===== config.mk =====
export PLATFORM = sky130hd
export DESIGN_NAME = route_compute_scheduler_flat
export DESIGN_NICKNAME = d
export VERILOG_FILES = /design/src/rtl/noc_router_pkg.sv /design/src/rtl/route_compute_scheduler_if.sv /design/src/rtl/rr_arbiter.sv /design/src/rtl/route_compute_scheduler.sv /design/src/flat_wrapper.sv
export SDC_FILE = /design/constraint.sdc
export NUM_CORES = 1
export LEC_CHECK = 0
export BUFFER_PORTS_ARGS = -buffer_cell sky130_fd_sc_hd__buf_2
export CAP_MARGIN = 40
export CELL_PAD_IN_SITES_DETAIL_PLACEMENT = 0
export CELL_PAD_IN_SITES_GLOBAL_PLACEMENT = 1
export CORE_MARGIN = 2
export CORE_UTILIZATION = 37
export DETAILED_ROUTE_END_ITERATION = 8
export GPL_TIMING_DRIVEN = 0
export PLACE_DENSITY = 0.95
export SLEW_MARGIN = 15
export SYNTH_ARGS = -nofsm -noshare
export SYNTH_HDL_FRONTEND = slang
export SYNTH_HIERARCHICAL = 1
export SYNTH_SLANG_ARGS = --single-unit

===== constraint.sdc =====
create_clock -name clk -period 9.2 [get_ports clk]
set_clock_uncertainty 0.15 [all_clocks]
set_input_delay 1.84 -clock clk [delete_from_list [all_inputs] [get_ports clk]]
set_output_delay 1.84 -clock clk [all_outputs]
set_load 0.05 [all_outputs]

===== src/rtl/noc_router_pkg.sv =====
`default_nettype none
// ---------------------------------------------------------------------------
// noc_router_pkg : shared router types, defaults and small helpers
// Rev 1.0
// ---------------------------------------------------------------------------
package noc_router_pkg;

  localparam int DEFAULT_VC            = 4;
  localparam int DEFAULT_REQUEST_WIDTH = 3;

  typedef enum logic [1:0] {
    ST_IDLE   = 2'd0,
    ST_DECODE = 2'd1,
    ST_DRAIN  = 2'd2
  } sched_state_e;

  // Index width that stays legal for a single-entry arbiter.
  function automatic int idx_width(input int n);
    return (n > 1) ? $clog2(n) : 1;
  endfunction

endpackage
`default_nettype wire


===== src/rtl/route_compute_scheduler_if.sv =====
`default_nettype none
// ---------------------------------------------------------------------------
// route_compute_scheduler_if : VC-side and decoder-side signals of the scheduler
// Rev 1.0
// ---------------------------------------------------------------------------
interface route_compute_scheduler_if #(
  parameter int VC            = 4,
  parameter int DATA_WIDTH    = 8,
  parameter int PhitPerFlit   = 2,
  parameter int REQUEST_WIDTH = 3
) ();
  localparam int FW = PhitPerFlit * DATA_WIDTH;

  logic [VC-1:0]               vc_head_valid;
  logic [VC*FW-1:0]            vc_head_flit;
  logic [VC-1:0]               vc_route_release;
  logic [VC-1:0]               vc_route_valid;
  logic [VC*REQUEST_WIDTH-1:0] vc_route;
  logic                        decodeHeadFlit;
  logic [FW-1:0]               HeadFlit;
  logic [REQUEST_WIDTH-1:0]    RequestMessage;
  logic                        headFlitDecoded;
  logic                        busy;

  // master: the scheduler itself; slave: VC buffers plus the shared decoder
  modport master (
    input  vc_head_valid, vc_head_flit, vc_route_release, RequestMessage, headFlitDecoded,
    output vc_route_valid, vc_route, decodeHeadFlit, HeadFlit, busy
  );

  modport slave (
    output vc_head_valid, vc_head_flit, vc_route_release, RequestMessage, headFlitDecoded,
    input  vc_route_valid, vc_route, decodeHeadFlit, HeadFlit, busy
  );
endinterface
`default_nettype wire


===== src/rtl/rr_arbiter.sv =====
`default_nettype none
// ---------------------------------------------------------------------------
// rr_arbiter : combinational round-robin pick, search starts after last grant
// Rev 1.0
// ---------------------------------------------------------------------------
module rr_arbiter
  import noc_router_pkg::*;
#(
  parameter int VC = DEFAULT_VC,
  parameter int IW = idx_width(VC)
) (
  input  logic [VC-1:0] req_i,
  input  logic [IW-1:0] last_grant_i,
  output logic [VC-1:0] grant_o,
  output logic [IW-1:0] grant_idx_o,
  output logic          valid_o
);

  int          cand;
  logic [IW-1:0] cand_idx;

  always_comb begin
    grant_o     = '0;
    grant_idx_o = last_grant_i;
    valid_o     = 1'b0;
    cand        = 0;
    cand_idx    = '0;
    for (int k = 1; k <= VC; k++) begin
      cand = int'(last_grant_i) + k;
      if (cand >= VC) cand = cand - VC;
      cand_idx = IW'(cand);
      if (!valid_o && req_i[cand_idx]) begin
        valid_o           = 1'b1;
        grant_o[cand_idx] = 1'b1;
        grant_idx_o       = cand_idx;
      end
    end
  end

endmodule
`default_nettype wire


===== src/rtl/route_compute_scheduler.sv =====
`default_nettype none
// ---------------------------------------------------------------------------
// route_compute_scheduler : shares one head-flit decoder among VCs, round-robin
// Rev 1.0
// ---------------------------------------------------------------------------
module route_compute_scheduler
  import noc_router_pkg::*;
#(
  parameter int VC            = DEFAULT_VC,
  parameter int DATA_WIDTH    = 8,
  parameter int PhitPerFlit   = 2,
  parameter int REQUEST_WIDTH = DEFAULT_REQUEST_WIDTH
) (
  input  logic                      clk,
  input  logic                      rst,
  route_compute_scheduler_if.master bus
);

  localparam int FW = PhitPerFlit * DATA_WIDTH;
  localparam int IW = idx_width(VC);

  sched_state_e                state_q, state_d;
  logic [FW-1:0]               head_flit_q, head_flit_d;
  logic [IW-1:0]               grant_idx_q, grant_idx_d;
  logic [IW-1:0]               last_grant_q, last_grant_d;
  logic [VC-1:0]               route_valid_q, route_valid_d;
  logic [VC*REQUEST_WIDTH-1:0] route_q, route_d;

  logic [VC-1:0] eligible;
  logic [VC-1:0] arb_grant;
  logic [IW-1:0] arb_idx;
  logic          arb_valid;

  // A routed VC stays out of arbitration until its tail releases the route.
  assign eligible = bus.vc_head_valid & ~route_valid_q;

  rr_arbiter #(
    .VC (VC),
    .IW (IW)
  ) u_rr_arbiter (
    .req_i        (eligible),
    .last_grant_i (last_grant_q),
    .grant_o      (arb_grant),
    .grant_idx_o  (arb_idx),
    .valid_o      (arb_valid)
  );

  always_comb begin
    state_d       = state_q;
    head_flit_d   = head_flit_q;
    grant_idx_d   = grant_idx_q;
    last_grant_d  = last_grant_q;
    route_valid_d = route_valid_q & ~bus.vc_route_release;
    route_d       = route_q;

    unique case (state_q)
      ST_IDLE: begin
        if (arb_valid) begin
          state_d      = ST_DECODE;
          grant_idx_d  = arb_idx;
          last_grant_d = arb_idx;
          head_flit_d  = '0;
          for (int i = 0; i < VC; i++) begin
            if (arb_grant[i]) head_flit_d = bus.vc_head_flit[i*FW +: FW];
          end
        end
      end
      ST_DECODE: begin
        if (bus.headFlitDecoded) begin
          state_d = ST_DRAIN;
          for (int i = 0; i < VC; i++) begin
            if (grant_idx_q == IW'(i)) begin
              route_valid_d[i]                          = 1'b1;
              route_d[i*REQUEST_WIDTH +: REQUEST_WIDTH] = bus.RequestMessage;
            end
          end
        end
      end
      // Wait for the decoder to drop its done flag so one result is never reused.
      ST_DRAIN: begin
        if (!bus.headFlitDecoded) state_d = ST_IDLE;
      end
      default: state_d = ST_IDLE;
    endcase
  end

  always_ff @(posedge clk or posedge rst) begin
    if (rst) begin
      state_q       <= ST_IDLE;
      head_flit_q   <= '0;
      grant_idx_q   <= '0;
      last_grant_q  <= IW'(VC - 1);
      route_valid_q <= '0;
      route_q       <= '0;
    end else begin
      state_q       <= state_d;
      head_flit_q   <= head_flit_d;
      grant_idx_q   <= grant_idx_d;
      last_grant_q  <= last_grant_d;
      route_valid_q <= route_valid_d;
      route_q       <= route_d;
    end
  end

  assign bus.decodeHeadFlit = (state_q == ST_DECODE);
  assign bus.busy           = (state_q != ST_IDLE);
  assign bus.HeadFlit       = head_flit_q;
  assign bus.vc_route_valid = route_valid_q;
  assign bus.vc_route       = route_q;

endmodule
`default_nettype wire


===== src/flat_wrapper.sv =====
// flat-port wrapper written by rule: the top's interface ports become plain ports
module route_compute_scheduler_flat import noc_router_pkg::*;
#(
  parameter int VC            = DEFAULT_VC,
  parameter int DATA_WIDTH    = 8,
  parameter int PhitPerFlit   = 2,
  parameter int REQUEST_WIDTH = DEFAULT_REQUEST_WIDTH
)
  (clk, rst, bus_vc_head_valid, bus_vc_head_flit, bus_vc_route_release, bus_RequestMessage, bus_headFlitDecoded, bus_vc_route_valid, bus_vc_route, bus_decodeHeadFlit, bus_HeadFlit, bus_busy);
  route_compute_scheduler_if #(.VC(VC), .DATA_WIDTH(DATA_WIDTH), .PhitPerFlit(PhitPerFlit), .REQUEST_WIDTH(REQUEST_WIDTH)) bus_i ();
  input  logic clk;
  input  logic rst;
  input wire logic [$bits(bus_i.vc_head_valid)-1:0] bus_vc_head_valid;
  input wire logic [$bits(bus_i.vc_head_flit)-1:0] bus_vc_head_flit;
  input wire logic [$bits(bus_i.vc_route_release)-1:0] bus_vc_route_release;
  input wire logic [$bits(bus_i.RequestMessage)-1:0] bus_RequestMessage;
  input wire logic [$bits(bus_i.headFlitDecoded)-1:0] bus_headFlitDecoded;
  output wire logic [$bits(bus_i.vc_route_valid)-1:0] bus_vc_route_valid;
  output wire logic [$bits(bus_i.vc_route)-1:0] bus_vc_route;
  output wire logic [$bits(bus_i.decodeHeadFlit)-1:0] bus_decodeHeadFlit;
  output wire logic [$bits(bus_i.HeadFlit)-1:0] bus_HeadFlit;
  output wire logic [$bits(bus_i.busy)-1:0] bus_busy;
  assign bus_i.vc_head_valid = bus_vc_head_valid;
  assign bus_i.vc_head_flit = bus_vc_head_flit;
  assign bus_i.vc_route_release = bus_vc_route_release;
  assign bus_i.RequestMessage = bus_RequestMessage;
  assign bus_i.headFlitDecoded = bus_headFlitDecoded;
  assign bus_vc_route_valid = bus_i.vc_route_valid;
  assign bus_vc_route = bus_i.vc_route;
  assign bus_decodeHeadFlit = bus_i.decodeHeadFlit;
  assign bus_HeadFlit = bus_i.HeadFlit;
  assign bus_busy = bus_i.busy;
  route_compute_scheduler #(.VC(VC), .DATA_WIDTH(DATA_WIDTH), .PhitPerFlit(PhitPerFlit), .REQUEST_WIDTH(REQUEST_WIDTH)) u_core (.clk(clk), .rst(rst), .bus(bus_i));
endmodule

# Word-level counts from Yosys, hierarchy flattened
# Cells that the tools add are included.
# op_classes
add_sub_neg,8
magnitude_cmp,12
eq_ne,8
muxes,46
bitwise,7
n_reduce_logical,19
# ops
operator,count
$mux W16,4
$mux W4,6
$mux W2,11
$mux W1,16
$reduce_and A3 Y1,5
$lt A2 B3 Y1 const B,4
$or A4 B4 Y4,3
$ge A3 B3 Y1 const B,3
$and A4 B4 Y4,2
$bmux W1 S2,4
$demux W1 S2,4
$ge A2 B1 Y1 const B,4
$not A4 Y4,2
$sub A2 B1 Y2 const B,4
$logic_and A1 B1 Y1,7
$add A2 B2 Y3 const B,2
$eq A2 B2 Y1 const B,3
$pmux W2 S3,1
$add A2 B3 Y4 const B,1
$eq A2 B1 Y1 const B,2
$ge A4 B3 Y1 const B,1
$logic_not A2 Y1,2
$ne A2 B2 Y1 const B,2
$add A2 B1 Y3 const B,1
4 further kinds,6
# totals
ff_bits,38
wordCells,109

# Logic depth before layout (Yosys ltp)
# depth
depth_word,19
mapped_depth,14

# Cells and area by module
# Netlist, hierarchy kept.
# modules_own_cells
module,n_inst,cells_per_inst,area_per_inst_um2,seq_area_each_um2
route_compute_scheduler,1,206,2024.4,953.4
rr_arbiter,1,71,511.7,0.0

# Worst setup path after synthesis
# OpenSTA, ideal clock, no wires.
# synth_path
path_kind,input port to flip-flop
from,input bus_vc_head_valid[1]
to,register u_core.head_flit_q[15] (netlist: u_core/bus.HeadFlit[15])
setup_ps,82
arrival_ps,3923
required_ps,8968
setup_slack_ps,5045
path_stages,12
n_path_buf,3
path_cell_list,nor2b_1 > buf_2 > or3b_1 > a211oi_1 > a41oi_1 > o21ai_2 > a221o_2 > clkbuf_2 > buf_2 > nand3b_1 > a221o_1 > a31oi_1
# synth_via
elab_chain_len,17
# synth_rtl
item,line,rtl
from (decl),flat_wrapper.sv:13,input wire logic [$bits(bus_i.vc_head_valid)-1:0] bus_vc_head_valid;
$and A4 B4 Y4 *,route_compute_scheduler.sv:35,assign eligible = bus.vc_head_valid & ~route_valid_q;
$bmux W1 S2,rr_arbiter.sv:32,if (!valid_o && req_i[cand_idx]) begin
$mux W1 (not written as such),rr_arbiter.sv:32,
$mux W1,rr_arbiter.sv:32,
$logic_not A1 Y1,rr_arbiter.sv:32,
$logic_and A1 B1 Y1,rr_arbiter.sv:32,
$mux W1,rr_arbiter.sv:32,
$logic_not A1 Y1,rr_arbiter.sv:32,
$logic_and A1 B1 Y1,rr_arbiter.sv:32,
$mux W1,rr_arbiter.sv:32,
$logic_not A1 Y1,rr_arbiter.sv:32,
$logic_and A1 B1 Y1,rr_arbiter.sv:32,
$mux W4 *,rr_arbiter.sv:32,
net u_core.arb_grant[0],route_compute_scheduler.sv:30,logic [VC-1:0] arb_grant;
$mux W16 * (4 in series),route_compute_scheduler.sv:64,if (arb_grant[i]) head_flit_d = bus.vc_head_flit[i*FW +: FW];
to (signal assigned),route_compute_scheduler.sv:97,head_flit_q <= head_flit_d;
to (decl),route_compute_scheduler.sv:23,"logic [FW-1:0] head_flit_q, head_flit_d;"
# Mark *: on every way through the listed nets, which the timed path passes. The rest lies on a longest branch. The select of a mux whose other input is x is not followed.
# A chain may end at the register's enable or synchronous reset.

# Worst setup path after layout
# layout_path
from,input bus_vc_head_valid[1]
to,register u_core.head_flit_q[8] (netlist: u_core/bus.HeadFlit[8])
# layout_via
elab_chain_len,17
# layout_rtl
item,line,rtl
$and A4 B4 Y4 *,route_compute_scheduler.sv:35,
net u_core.eligible[1],route_compute_scheduler.sv:29,logic [VC-1:0] eligible;
$bmux W1 S2,rr_arbiter.sv:32,
$mux W1 (not written as such),rr_arbiter.sv:32,
$mux W1,rr_arbiter.sv:32,
$logic_not A1 Y1,rr_arbiter.sv:32,
$logic_and A1 B1 Y1,rr_arbiter.sv:32,
$mux W1,rr_arbiter.sv:32,
$logic_not A1 Y1,rr_arbiter.sv:32,
$logic_and A1 B1 Y1,rr_arbiter.sv:32,
$mux W1,rr_arbiter.sv:32,
$logic_not A1 Y1,rr_arbiter.sv:32,
$logic_and A1 B1 Y1,rr_arbiter.sv:32,
$mux W4 *,rr_arbiter.sv:32,
net u_core.arb_grant[0],route_compute_scheduler.sv:30,
$mux W16 * (4 in series),route_compute_scheduler.sv:64,
# Marked as above.

==> implementation parameters <==
Parameter                              Value

Synthesis
  Synth top cells by count    sky130_fd_sc_hd__dfrtp_1 (36), sky130_fd_sc_hd__nand2_1 (27), sky130_fd_sc_hd__inv_1 (26), sky130_fd_sc_hd__nor2_1 (21)
  Number of warning messages in the yosys log    6
  Post-synthesis instance area    roughly 0.0025 mm²
  Share of the synthesized area in the top cell type    a little over a third
  Number of enable flip-flop cells after synthesis    0
  Part of the Yosys area used for sequential elements    37.6%
  Netlist cell types    between 40 and 50
  Cell type with the highest aggregate area in the netlist    sky130_fd_sc_hd__dfrtp_1
  Most used flip-flop cell after synthesis    sky130_fd_sc_hd__dfrtp_1
  Cell types with the largest area share after synthesis    sky130_fd_sc_hd__dfrtp_1 (36%), sky130_fd_sc_hd__a221o_1 (6.3%), sky130_fd_sc_hd__mux2_2 (5.8%), sky130_fd_sc_hd__nand3b_1 (5.0%), sky130_fd_sc_hd__nand2_1 (4.0%)
  Library cell with the highest instance count after synthesis    sky130_fd_sc_hd__dfrtp_1
  Number of instances in the synthesized netlist    277
  Share of synthesized registers carrying an async set or reset    100%
  Mapped Nets    363
  Seq cells post-synth    38
  Synth Area per Inst    9.16 µm²

Finish
  Post-layout nets    481
  Layout filler cell count    645
  Area of the multi-input gates    0.00137 mm²
  Layout cells sized above 1    41.7%
  Final standard cell count with taps included and fillers excluded    476
  Diode insertion count for antenna repair    0
  Reg area    953 µm²
  Layout overhead on the synthesized area    30.0%

GRT
  Initial antenna violation count    0
  Global-route congestion overflow total    0
  Maximum number of pins on one net before global-route repair    39
  Global-route wire length before repair    10600 µm
  Combined global-route utilization of all metal layers    roughly 17%
  Vias in the first global route    2246

Worst setup path
  Most Frequent Cell on Critical Path    sky130_fd_sc_hd__buf_2
  Required time at the worst-slack endpoint    9.26 ns
  Worst setup path category    in2reg
  RR Startpoint    u_core/last_grant_q[0]
  Worst reg2reg path endpoint    u_core/bus.HeadFlit[10]
  Arrival time of the worst setup path    4.42 ns
  Delay of the slowest cell on the worst path    between 0.4 and 0.5 ns
  Kind of start point of the critical path    primary input
  Flop-to-flop setup slack    5.31 ns
  Depth of the worst register-to-register path    13
  CP Buf/Inv Count    4
  Cells along the critical path    buf_2 -> nor2b_1 -> buf_2 -> mux2i_1 -> mux2i_2 -> a211oi_1 -> a221o_2 -> clkbuf_2 -> buf_2 -> nand3b_1 -> a221o_1 -> a31oi_1
  Kind of cell adding the most delay to the critical path    compound AO/OA/AOI/OAI gates
  Endpoint class of the critical path    register
  Cell with the largest stage delay on the worst path    sky130_fd_sc_hd__a211oi_1
  Highest fanout seen on the critical path    10

Placed design
  Port bufs    111
  Gp weighted congestion    ~0.79
  Post-Place Cells    468
  DP HPWL    5240 µm

Route
  Final Routed Wirelength    6710 µm
  DR DRC count    0
  Iter 0 DRT Violations    ~130
  Final antenna-violating net count    0
  Wire per inst    roughly 14 µm
  Number of detailed-routing iterations run before antenna repair    4
  Count of vias placed by the detailed router    roughly 2400
  Drt via density    5.14

Clock tree
  CTS tree    yes
  Worst skew pair latency    between 0.2 and 0.3 ns
  Count of hold buffers inserted by post-cts repair    0
  Clock buffers created by TritonCTS    5
  Clk Tree Root Cell    sky130_fd_sc_hd__clkbuf_8
  Number of setup buffers added after CTS    0
  CTS Buffer Depth    2
  Clock H-tree levels    2
  Clock transition at the register clock pins on the worst setup and hold paths after CTS    0.07 ns
  TritonCTS sink count    38
  Post-CTS sizing    0

Floorplanning
  Area of the die    0.00753 mm²
  Die width    86.8 µm
  Die Span Y    86.8 µm
  Initial standard-cell utilization of the core    37.7%
  Core Region    ~0.0067 mm²
  Placement row count    30
  Number of I/O pins    112

STA
  Actual slew at the worst max-slew pin    0.796 ns
  Final Hold Slack    0.358 ns
  Worst rel slew slack    46.9%
  Count of pins over their slew limit    0
  RSZ-0062 raised after global routing    false
  Final period demand of the worst path    about 4.4 ns
  Final worst-path cycle share    47.4%
  Maximum clock frequency    ~230 MHz
  Final total negative setup slack    0 ns
  Count of endpoints failing hold in the final timing report    0
  Final count of negative-setup-slack endpoints    0

Worst hold path
  Hold wc startpoint    u_core/bus.vc_route[0]
  Worst Hold End    u_core/bus.vc_route[0]
  Min-Delay Path Depth    1
  Hold Path Class    reg2reg

Run status
  Result of the run    completed

Run
  Max cap viols    0
-- area by class of cell --
cell class	instances	area share [%]
buffer	23	3.60
tap	80	3.03
multi-input combinational	190	41.4
inverter	26	2.96
sequential	38	28.9
clock inverter	1	0.910
timing repair buffer	111	16.8
clock buffer	7	2.31
-- worst reg2reg max path, cell delays in order, from the launching register on --
cell	delay (ns)
sky130_fd_sc_hd__dfstp_2	0.61
sky130_fd_sc_hd__buf_6	0.15
sky130_fd_sc_hd__buf_2	0.20
sky130_fd_sc_hd__inv_1	0.15
sky130_fd_sc_hd__ha_1	0.31
sky130_fd_sc_hd__clkbuf_1	0.29
sky130_fd_sc_hd__mux4_2	0.46
sky130_fd_sc_hd__nand2_1	0.11
sky130_fd_sc_hd__o21ai_0	0.10
sky130_fd_sc_hd__a221o_2	0.36
sky130_fd_sc_hd__clkbuf_1	0.21
sky130_fd_sc_hd__nand3b_1	0.20
sky130_fd_sc_hd__a221o_1	0.34
sky130_fd_sc_hd__a31oi_1	0.17
-- sequential cells by signal, summed over array words and instances, names as in the netlist --
name,flops
u_core/last_grant_q,2
u_core/grant_idx_q,2
u_core/bus.vc_route_valid,4
u_core/bus.HeadFlit,16
u_core/state_q,2
u_core/bus.vc_route,12
-- how the worst max path moves through the flow --
stage                               startpoint  slack (ns)                       to  depth (start not counted)
after detailed placement  bus_vc_head_valid[1]        4.61   u_core/bus.HeadFlit[8]                         13
after floorplan           bus_vc_head_valid[1]        5.05  u_core/bus.HeadFlit[15]                         12
after CTS                 bus_vc_head_valid[0]        4.89   u_core/bus.HeadFlit[8]                         13
final                     bus_vc_head_valid[1]        4.84   u_core/bus.HeadFlit[8]                         12
after global placement    bus_vc_head_valid[1]        4.65   u_core/bus.HeadFlit[8]                         12
after global routing      bus_vc_head_valid[3]        4.60  u_core/bus.HeadFlit[14]                         12
-- cells in the final DEF, fill, tap and decap left out, drive strengths merged, types with 4 or more instances in the layout --
cell    instances
mux2           16
nand3b         18
inv            26
nor2b           4
a21oi          17
nor2           21
buf           127
a221o          20
clkbuf         14
o21ai          11
a31oi          16
dfrtp          36
ha              8
nand2          27
-- metrics by stage --
step / setup slack (ns) / util, % / instance area (µm²)
3_3_place_gp: 4.65 / 47.5 / 3190
5_1_grt: 4.60 / 49.1 / 3300
2_1_floorplan: 5.05 / - / 2540
3_5_place_dp: 4.61 / 47.5 / 3190
6_report: 4.84 / 49.1 / 3300
4_1_cts: 4.89 / 49.1 / 3300
-- routing by layer --
| metal | vias to the layer above | track usage [%] | share of wire, % |
|---|---|---|---|
| met4 | 0 | 3.84 | 0.67 |
| li1 | 1224 | - | - |
| met1 | 1138 | 24.8 | 47 |
| met5 | - | 0 | 0 |
| met2 | 81 | 28.0 | 48 |
| met3 | 5 | 2.48 | 5.1 |
-- kinds of logic after synthesis --
group,synth area share (%)
compound gates,21.6
buf+inv,8.53
fa+ha+maj,3.95
mux,9.77
xor+xnor,0.345
flops,37.6
simple gates,18.3
Power is not shown: default switching activity piles up to over one toggle a cycle in this logic, so the estimate is an artifact.
